### src/rtl/toggle_pulse_sequencer.sv
// toggle_pulse_sequencer: drives a TFF bank with counted, gapped T/E pulses.
// Commands arrive over valid/ready; busy/done let a controller chain them.
module toggle_pulse_sequencer #(
    parameter int WIDTH = 8,
    parameter int CNTW  = 8,
    parameter int GAPW  = 4
) (
    input  logic             _clock,
    input  logic             _reset,
    input  logic             _cmd_valid,
    output logic             _cmd_ready,
    input  logic [WIDTH-1:0] _cmd_mask,
    input  logic [CNTW-1:0]  _cmd_count,
    input  logic [GAPW-1:0]  _cmd_gap,
    input  logic             _abort,
    output logic [WIDTH-1:0] _T,
    output logic [WIDTH-1:0] _E,
    output logic             _busy,
    output logic             _done,
    output logic             _return
);

    typedef enum logic [1:0] {
        IDLE,
        PULSE,
        GAP,
        DONE
    } state_t;

    state_t           state_q, state_d;
    logic [WIDTH-1:0] mask_q, mask_d;
    logic [CNTW-1:0]  rem_q, rem_d;
    logic [GAPW-1:0]  gap_q, gap_d;
    logic [GAPW-1:0]  gcnt_q, gcnt_d;
    logic [WIDTH-1:0] t_q, e_q;
    logic             busy_q, done_q;
    logic             accept;

    assign _cmd_ready = (state_q == IDLE) & ~_abort;
    assign accept     = _cmd_valid & _cmd_ready;

    always_comb begin
        state_d = state_q;
        mask_d  = mask_q;
        rem_d   = rem_q;
        gap_d   = gap_q;
        gcnt_d  = gcnt_q;
        unique case (state_q)
            IDLE: begin
                if (accept) begin
                    mask_d  = _cmd_mask;
                    rem_d   = _cmd_count;
                    gap_d   = _cmd_gap;
                    gcnt_d  = '0;
                    state_d = (_cmd_count == '0) ? DONE : PULSE;
                end
            end
            PULSE: begin
                if (rem_q != '0) begin
                    rem_d = rem_q - CNTW'(1);
                end
                // rem_q <= 1 means this pulse is the last one
                if (rem_q <= CNTW'(1)) begin
                    state_d = DONE;
                end else if (gap_q == '0) begin
                    state_d = PULSE;
                end else begin
                    state_d = GAP;
                    gcnt_d  = gap_q;
                end
            end
            GAP: begin
                if (gcnt_q <= GAPW'(1)) begin
                    gcnt_d  = '0;
                    state_d = PULSE;
                end else begin
                    gcnt_d = gcnt_q - GAPW'(1);
                end
            end
            DONE: begin
                state_d = IDLE;
            end
            default: begin
                state_d = IDLE;
            end
        endcase
        if (_abort && state_q != IDLE) begin
            state_d = IDLE;
            rem_d   = '0;
            gcnt_d  = '0;
        end
    end

    always_ff @(posedge _clock or posedge _reset) begin
        if (_reset) begin
            state_q <= IDLE;
            mask_q  <= '0;
            rem_q   <= '0;
            gap_q   <= '0;
            gcnt_q  <= '0;
            t_q     <= '0;
            e_q     <= '0;
            busy_q  <= 1'b0;
            done_q  <= 1'b0;
        end else begin
            state_q <= state_d;
            mask_q  <= mask_d;
            rem_q   <= rem_d;
            gap_q   <= gap_d;
            gcnt_q  <= gcnt_d;
            t_q     <= (state_d == PULSE) ? mask_d : '0;
            e_q     <= (state_d == PULSE) ? mask_d : '0;
            busy_q  <= (state_d == PULSE) || (state_d == GAP);
            done_q  <= (state_d == DONE);
        end
    end

    assign _T      = t_q;
    assign _E      = e_q;
    assign _busy   = busy_q;
    assign _done   = done_q;
    assign _return = busy_q;

endmodule

### config.mk
export PLATFORM = sky130hd
export DESIGN_NAME = toggle_pulse_sequencer
export DESIGN_NICKNAME = d
export VERILOG_FILES = /design/src/rtl/toggle_pulse_sequencer.sv
export SDC_FILE = /design/constraint.sdc
export NUM_CORES = 1
export LEC_CHECK = 0
export ABC_AREA = 0
export BUFFER_PORTS_ARGS = -buffer_cell sky130_fd_sc_hd__buf_4
export CORE_MARGIN = 4
export CORE_UTILIZATION = 40
export CTS_CLUSTER_SIZE = 24
export DETAILED_ROUTE_END_ITERATION = 12
export PLACE_DENSITY_LB_ADDON = 0.25
export SYNTH_ARGS = -nofsm -noshare
export SYNTH_HDL_FRONTEND = slang
export SYNTH_SLANG_ARGS = --single-unit
### constraint.sdc
create_clock -name _clock -period 3.35 [get_ports _clock]
set_input_delay 0.335 -clock _clock [delete_from_list [all_inputs] [get_ports _clock]]
set_output_delay 0.335 -clock _clock [all_outputs]
set_load 0.1 [all_outputs]
==> reports/metrics.csv, run 1 <==
stage,metric,value,unit
run_status,status,completed,
cells_and_area,layout cell share with drive strength beyond 1,0.2819,
clock_network,"Reg clk slew, reported paths",0.07,ns
sta,RSZ-0062 raised after global routing,false,
critical_path,R2R setup slack,1.02,ns
floorplanning,Die W,78.72,um
sta,Fmax,430.1,MHz
cells_and_area,Layout Nets,261,
critical_path,crit end category,register,
synthesis,most common flop cell mapped by yosys,dfrtp_1,
sta,clock skew,0.003332,ns
synthesis,Synth Warn #,0,
clock_network,Inserted Clock Buffers,5,
clock_network,cells resized by post-CTS repair,0,
global_route,met2 usage,0.2462,
min_path,hold path depth,2,
critical_path,"critical path, cell by cell",inv_1 > ha_1 > buf_4 > inv_2 > o21a_1 > o31ai_1 > ha_1 > and2_1,
critical_path,critical path depth,8,
clock_network,root buf cell,clkbuf_8,
synthesis,mapped cell area,2001,um2
sta,minimum clock period,2.325,ns
critical_path,crit-path max cell delay,0.41,ns
cells_and_area,register cell area after layout,900.9,um2
cells_and_area,n_diodes,0,
sta,setup violators final,0,
critical_path,CP max stage cell,dfrtp_1,
critical_path,critical path's top delay family,adder cells,
critical_path,worst path buffer plus inverter count,3,
clock_network,hold_buf cts,0,
critical_path,Worst Setup EP,_E[3],
synthesis,synth cell count leaders,"dfrtp_1, nand2_1, mux2_1",
cells_and_area,multi-input gate area in the final layout,947.2,um2
floorplanning,core area,4786,um2
clock_network,CTS tree,built,
clock_network,postcts setup bufs,0,
clock_network,sinks on the clock net,36,
global_route,GRT Util Overall,0.1463,
critical_path,critical path peak fanout,14,
clock_network,CTS max path bufs,2,
synthesis,asr flop ratio synth,1.000,
synthesis,Syn Nets,225,
global_route,GR Overflow Total,0,
sta,slew of the pin with the lowest slew margin,1.021,ns
global_route,GR peak layer,met2,
route,final wirelength,4240,um
synthesis,Yosys top cell area share,0.4503,
route,Detailed Routing Iterations Pass 1,4,
critical_path,Reg-to-Reg Start,state_q[1],
global_route,grt met3 use,0.03401,
global_route,pin count of the biggest net entering global routing,29,
critical_path,CP startpoint,state_q[1],
cells_and_area,FILL cells,478,
synthesis,Yosys cell types,47,
floorplanning,num ports,44,
critical_path,r2r endpoint,_E[3],
critical_path,CP startpoint kind,register,
flow_run,max-cap violations,0,
place,hpwl dp,3229,um
critical_path,cell mode on critical path,ha_1,
critical_path,R2R depth,8,
place,routability congestion estimate,0.8015,
sta,Tcrit/Tclk final,0.6941,
global_route,initial antenna violation count,0,
sta,Setup Total Neg Slack,0,ns
synthesis,post-synth top area cell,dfrtp_1,
cells_and_area,Layout area overhead,19.57,%
synthesis,"Seq/Total Area, Yosys",0.4503,
min_path,Worst Hold Class,in2reg,
critical_path,Worst EP arrival,2.55,ns
floorplanning,Initial Utilization,0.4180,
global_route,global-route wire length before repair,7024,um
global_route,grt met1 use,0.1777,
sta,Relative slew margins,0.3184,
synthesis,largest cells by area after synthesis,"dfrtp_1, mux2_1, ha_1",
sta,final hold violation count,0,
floorplanning,Die Ht,78.72,um
route,Vias,1524,
clock_network,clk_lat worst skew,0.29,ns
global_route,vias in the first global route,1494,
place,Buffers on Ports,43,
route,post-DR vias/cell,5.184,
sta,max-slew violation count,0,
route,drt wl/cell,14.42,um
clock_network,Max H-tree Level,2,
synthesis,number of synthesized register bits,36,
critical_path,Crit Path Class,reg2reg,
route,Initial DRC Count,78,
floorplanning,Die Area,6197,um2
critical_path,required time of the critical path,3.58,ns
synthesis,Post-synth EDFFs,0,
synthesis,cells after synthesis,191,
synthesis,syn avg cell area,10.47,um2
route,residual DRC count,0,
synthesis,top-count cell post-synth,dfrtp_1,
floorplanning,Cell Rows,25,
route,post-route ant nets,0,
sta,WHS,0.2578,ns
-- metrics by stage --
stage | worst slack, ns | area (um2) | std cells | utilization
after floorplan | 0.8431 | 2001 | 191 | -
after global placement | 1.103 | 2311 | 287 | 0.4829
after detailed placement | 1.044 | 2311 | 287 | 0.4829
after CTS | 1.018 | 2392 | 294 | 0.4999
after global routing | 0.7969 | 2392 | 294 | 0.4999
final | 1.025 | 2392 | 294 | 0.4999
-- layer usage --
layer  wire length [um]  part of all wire  vias to the layer above
li1                   -                 -                      736
met1               1850              0.44                      739
met2               2089              0.49                       41
met3                224             0.053                        8
met4                 75             0.018                        0
met5                  0                 0                        -
-- how the worst min path moves through the flow --
| stage | from | slack (ns) | endpoint |
|---|---|---|---|
| finish | _cmd_gap[2] | 0.26 | gap_q[2] |
| floorplan | mask_q[2] | 0.45 | mask_q[2] |
| CTS | _cmd_gap[2] | 0.26 | gap_q[2] |
| global placement | mask_q[3] | 0.47 | mask_q[3] |
| global route | _cmd_gap[1] | 0.26 | gap_q[1] |
| detailed placement | mask_q[3] | 0.48 | mask_q[3] |
-- registers in the layout, indices dropped and copies added (netlist names) --
name	cells
_E	8
mask_q	8
rem_q	8
gap_q	4
gcnt_q	4
state_q	2
_busy	1
_done	1
-- cells in the final DEF (no fill, tap or decap), drive strengths merged, types with 2 or more instances in the layout --
master,synthesis,final
a21oi,3,3
a22o,5,5
a31oi,2,2
and2,8,8
buf,14,45
clkbuf,2,5
dfrtp,36,36
ha,10,10
inv,11,11
mux2,14,14
nand2,16,16
nand2b,3,3
nand3,2,2
nor2,10,10
nor2b,3,3
nor3,7,7
nor3b,2,2
nor4,3,3
o21ai,15,15
o31ai,7,7
or2,2,2
-- cell families (layout without fill, tap and decap cells) --
logic type               Yosys count  after routing  synth area share
buffers and inverters             27             63           0.07630
XOR/XNOR                           1              1          0.004379
flip-flops                        36             36            0.4503
AND/OR/NAND/NOR                   60             60            0.1651
adder cells (fa/ha/maj)           10             10           0.06254
multiplexers                      15             15           0.08380
AO/OA/AOI/OAI                     42             42            0.1576
-- layout make-up --
type                            count  share of cell area
Tap cell                           67             0.03504
Timing Repair Buffer               45              0.1412
Clock buffer                        5             0.02877
Inverter                           11             0.01726
Clock inverter                      2            0.005230
Multi-Input combinational cell    128              0.3959
Sequential cell                    36              0.3766
Power of run 1 is not shown: default switching activity piles up to over one toggle a cycle in this logic, so the estimate is an artifact.
==> run 2: changes to the inputs <==
Clock period 3.35 ns to 2.2 ns, I/O delays scaled along.
==> reports/metrics.csv, run 2 (synthesized netlist as in run 1, its figures left out) <==
stage,metric,value,unit,change
critical_path,Reg-to-Reg Start,gap_q[0],,
floorplanning,Initial Utilization,0.4180,,unchanged
sta,Relative slew margins,0.6494,,+0.3309
min_path,Worst Hold Class,in2async,,
critical_path,R2R setup slack,0.07,ns,-0.96 ns
critical_path,critical path peak fanout,8,,-6
critical_path,crit end category,register,,
floorplanning,Cell Rows,25,,unchanged
global_route,pin count of the biggest net entering global routing,37,,+28%
place,routability congestion estimate,0.8106,,+1.1%
clock_network,postcts setup bufs,0,,unchanged
floorplanning,core area,4786,um2,unchanged
sta,Tcrit/Tclk final,0.9692,,+0.2751
critical_path,worst path buffer plus inverter count,0,,-3
flow_run,max-cap violations,0,,unchanged
clock_network,hold_buf cts,0,,unchanged
sta,slack of the critical path,0.06776,ns,-0.9570 ns
global_route,initial antenna violation count,0,,unchanged
cells_and_area,"commonest non-fill, non-tap cell in the layout",buf_4,,
clock_network,Inserted Clock Buffers,5,,unchanged
route,residual DRC count,0,,unchanged
route,final wirelength,4254,um,+0.33%
place,Buffers on Ports,43,,unchanged
critical_path,required time of the critical path,2.42,ns,-1.16 ns
place,Placement Setup Slack,0.05520,ns,-0.9889 ns
global_route,global-route wire length before repair,7072,um,+0.68%
floorplanning,Die Area,6197,um2,unchanged
clock_network,root buf cell,clkbuf_8,,
sta,max-slew violation count,0,,unchanged
critical_path,r2r endpoint,_E[3],,
critical_path,CP max stage cell,nor4_1,,
floorplanning,num ports,44,,unchanged
floorplanning,Die W,78.72,um,unchanged
global_route,GR Overflow Total,0,,unchanged
clock_network,"Reg clk slew, reported paths",0.07,ns,about the same
place,hpwl dp,3295,um,+2.0%
route,Detailed Routing Iterations Pass 1,4,,unchanged
critical_path,Crit Path Class,reg2reg,,
global_route,vias in the first global route,1536,,+2.8%
sta,clock skew,0.007970,ns,+0.004638 ns
cells_and_area,Layout Nets,272,,+4.2%
sta,minimum clock period,2.132,ns,-0.1930 ns
critical_path,R2R depth,6,,-2
critical_path,Worst EP arrival,2.36,ns,-0.19 ns
cells_and_area,FILL cells,439,,-8.2%
route,post-route ant nets,0,,unchanged
critical_path,critical path's top delay family,simple AND/OR/NAND/NOR gates,,
critical_path,"critical path, cell by cell",nor4_1 > a31oi_1 > o21a_1 > o31ai_1 > ha_2 > and2_1,,
sta,setup violators final,0,,unchanged
clock_network,cells resized by post-CTS repair,0,,unchanged
route,drt wl/cell,13.90,um,-3.6%
cells_and_area,n_diodes,0,,unchanged
sta,slew of the pin with the lowest slew margin,0.5211,ns,-0.5001 ns
global_route,GRT Util Overall,0.1478,,+0.001448
cells_and_area,Layout area overhead,24.26,%,
clock_network,Max H-tree Level,2,,unchanged
floorplanning,Die Ht,78.72,um,unchanged
route,post-DR vias/cell,5.007,,-3.4%
route,Vias,1532,,+0.52%
critical_path,CP startpoint kind,register,,
clock_network,CTS max path bufs,2,,unchanged
sta,Fmax,469.0,MHz,+9.1%
clock_network,CTS tree,built,,
clock_network,clk_lat worst skew,0.29,ns,about the same
run_status,status,completed,,
sta,final hold violation count,0,,unchanged
route,Initial DRC Count,63,,-19%
critical_path,crit-path max cell delay,0.51,ns,+0.10 ns
clock_network,sinks on the clock net,36,,unchanged
cells_and_area,most frequent cells in the layout,"buf_4, dfrtp_1, nand2_1, mux2_1, nor2_1",,
cells_and_area,layout cell share with drive strength beyond 1,0.3222,,+0.04024
## run 2: cell types whose count changed in the layout (fill, tap and decap cells not counted), sizes merged
cell / change
buf: +11
clkbuf: +2
clkinvlp: -1
## run 2: cell type report
class,instances,area (um2),share of cell area
well taps,67,83.83,0.03372
repair buffers,56,420.4,0.1691
flip-flops and latches,36,900.9,0.3624
multi-input cells,128,954.7,0.3840
clock inverters,1,8.758,0.003523
inverters,11,41.29,0.01661
clock buffers,7,76.32,0.03070
## run 2: layer usage
metal  vias up  track usage  wire length [um]
met5         -            0                 0
met4         0      0.07168                91
met3         9      0.03855               251
met2        38       0.2326              1963
met1       728       0.1883              1946
li1        757            -                 -
## run 2: worst max-delay path by stage
stage | start | to | slack, ns | cells after the start
3_3_place_gp | gap_q[0] | _E[4] | 0.13 | 6
2_1_floorplan | state_q[0] | _E[0] | 0.20 | 9
6_report | gap_q[0] | _E[3] | 0.07 | 6
4_1_cts | gap_q[0] | _E[3] | 0.04 | 6
5_1_grt | gap_q[0] | _E[3] | -0.01 | 6
3_5_place_dp | gap_q[0] | _E[3] | 0.06 | 6
## run 2: through the flow
stage	util	cell area, um2	std cells	TNS [ns]	hold WS, ns
global placement	0.5007	2396	298	0	0.3611
global route	0.5195	2486	306	-0.06981	0.09097
floorplan	-	2003	191	0	0.3517
finish	0.5195	2486	306	0	0.03690
detailed placement	0.5007	2396	298	0	0.3608
CTS	0.5184	2481	306	0	0.04483
## run 2: tightest hold or removal path: cells and delay by family
family                 cells  cell delay, ns
buffers and inverters      3            0.54
Power of run 2 is left out for the same reason.
==> run 3: changes to the inputs <==
Settings changed: CTS_BUF_LIST from default to sky130_fd_sc_hd__clkbuf_8.
==> reports/metrics.csv, run 3 (synthesized netlist as in run 1, its figures left out) <==
stage,metric,value,unit,change
run_status,status,completed,,
place,Buffers on Ports,43,,unchanged
critical_path,critical path peak fanout,8,,unchanged
flow_run,max-cap violations,0,,unchanged
sta,setup violators final,0,,unchanged
global_route,GRT Util Overall,0.1478,,unchanged
sta,slew of the pin with the lowest slew margin,0.4729,ns,-0.04825 ns
sta,Relative slew margins,0.6819,,+0.03246
route,Initial DRC Count,56,,-11%
route,Detailed Routing Iterations Pass 1,4,,unchanged
cells_and_area,Layout Nets,272,,unchanged
route,post-DR vias/cell,5.033,,+0.52%
floorplanning,Die Ht,78.72,um,unchanged
cells_and_area,Layout area overhead,24.58,%,
place,hpwl dp,3295,um,unchanged
cells_and_area,final instance area,2492,um2,+0.25%
cells_and_area,layout cell share with drive strength beyond 1,0.3264,,+0.004184
global_route,global-route wire length before repair,7072,um,unchanged
critical_path,critical path's top delay family,adder cells,,
cells_and_area,multi-input gate area in the final layout,960.9,um2,+0.66%
floorplanning,Cell Rows,25,,unchanged
route,post-route ant nets,0,,unchanged
floorplanning,num ports,44,,unchanged
critical_path,CP startpoint,rem_q[0],,
sta,final hold violation count,0,,unchanged
sta,Tcrit/Tclk final,0.9401,,-0.02910
route,Vias,1540,,+0.52%
critical_path,Reg-to-Reg Start,rem_q[0],,
cells_and_area,"commonest non-fill, non-tap cell in the layout",buf_4,,
floorplanning,core area,4786,um2,unchanged
place,routability congestion estimate,0.8106,,unchanged
clock_network,Max H-tree Level,2,,unchanged
global_route,vias in the first global route,1536,,unchanged
route,final wirelength,4254,um,unchanged
critical_path,CP startpoint kind,register,,
floorplanning,Initial Utilization,0.4180,,unchanged
sta,clock skew,0.008100,ns,+0.0001291 ns
clock_network,sinks on the clock net,36,,unchanged
critical_path,"critical path, cell by cell",inv_1 > ha_1 > or2_1 > nand3_1 > a2111oi_0 > a221oi_1 > ha_2 > and2_1,,
critical_path,crit end category,register,,
critical_path,Crit Path Class,reg2reg,,
critical_path,Worst EP arrival,2.29,ns,-0.07 ns
cells_and_area,most frequent cells in the layout,"buf_4, dfrtp_1, nand2_1, mux2_1, inv_1",,
place,dpl cell area,2396,um2,unchanged
route,residual DRC count,0,,unchanged
critical_path,required time of the critical path,2.42,ns,about the same
clock_network,CTS max path bufs,2,,unchanged
clock_network,CTS tree,built,,
global_route,initial antenna violation count,0,,unchanged
clock_network,"Reg clk slew, reported paths",0.07,ns,about the same
clock_network,hold_buf cts,0,,unchanged
sta,Fmax,483.5,MHz,+3.1%
cells_and_area,register cell area after layout,900.9,um2,unchanged
clock_network,Inserted Clock Buffers,5,,unchanged
cells_and_area,n_diodes,0,,unchanged
route,drt wl/cell,13.90,um,unchanged
floorplanning,Die Area,6197,um2,unchanged
critical_path,CP max stage cell,dfrtp_1,,
critical_path,crit-path max cell delay,0.42,ns,-0.09 ns
sta,Setup Total Neg Slack,0,ns,unchanged
global_route,pin count of the biggest net entering global routing,37,,unchanged
sta,RSZ-0062 raised after global routing,false,,
cells_and_area,FILL cells,440,,+0.23%
sta,max-slew violation count,0,,unchanged
clock_network,clk_lat worst skew,0.29,ns,about the same
sta,minimum clock period,2.068,ns,-0.06402 ns
critical_path,worst path buffer plus inverter count,1,,+1
floorplanning,Die W,78.72,um,unchanged
min_path,Worst Hold Class,in2async,,
global_route,GR Overflow Total,0,,unchanged
clock_network,root buf cell,clkbuf_8,,
==> run 3: cell type report <==
class	instances	share of cell area
inverter	11	0.01657
multi-input combinational	128	0.3855
tap	67	0.03363
clock buffer	5	0.02761
sequential	36	0.3614
timing repair buffer	56	0.1687
clock inverter	3	0.006526
==> run 3: metrics by stage <==
| stage | utilization | hold slack (ns) | cells | worst slack, ns |
|---|---|---|---|---|
| floorplan | - | 0.3517 | 191 | 0.1959 |
| global placement | 0.5007 | 0.3611 | 298 | 0.1278 |
| detailed placement | 0.5007 | 0.3608 | 298 | 0.05520 |
| CTS | 0.5184 | 0.04443 | 306 | 0.03756 |
| global route | 0.5208 | 0.09097 | 306 | 0.01829 |
| finish | 0.5208 | 0.03635 | 306 | 0.1318 |
==> run 3: per-layer routing <==
metal | global-route usage | vias to the layer above | wire [um]
met5 | 0 | - | 0
met4 | 0.07168 | 0 | 91
met3 | 0.03855 | 9 | 251
met2 | 0.2326 | 38 | 1974
met1 | 0.1883 | 734 | 1936
li1 | - | 759 | -
==> run 3: worst reg2reg max path, stage by stage, from the launching register on <==
cell,delay [ns]
dfrtp_1,0.42
inv_1,0.10
ha_1,0.24
or2_1,0.25
nand3_1,0.07
a2111oi_0,0.09
a221oi_1,0.37
ha_2,0.33
and2_1,0.15
==> run 3: repair_timing <==
item / 4_1_cts / 5_1_grt
gates resized for setup: 0 / 3
buffers inserted: 0 / 0
setup endpoints to repair: 0 / 9
hold endpoints to repair: 0 / 0
==> run 3: final timing paths <==
path | endpoint | slack, ns | cells after the start
min in group _clock | gap_q[1] | 0.14 | 2
hold / removal | _E[2] | 0.04 | 3
setup reg to reg | _E[3] | 0.13 | 8
setup / recovery | _E[3] | 0.13 | 8
hold reg to reg | mask_q[6] | 0.48 | 1
max in group asynchronous | rem_q[2] | 1.84 | 3
Power of run 3 is left out for the same reason.
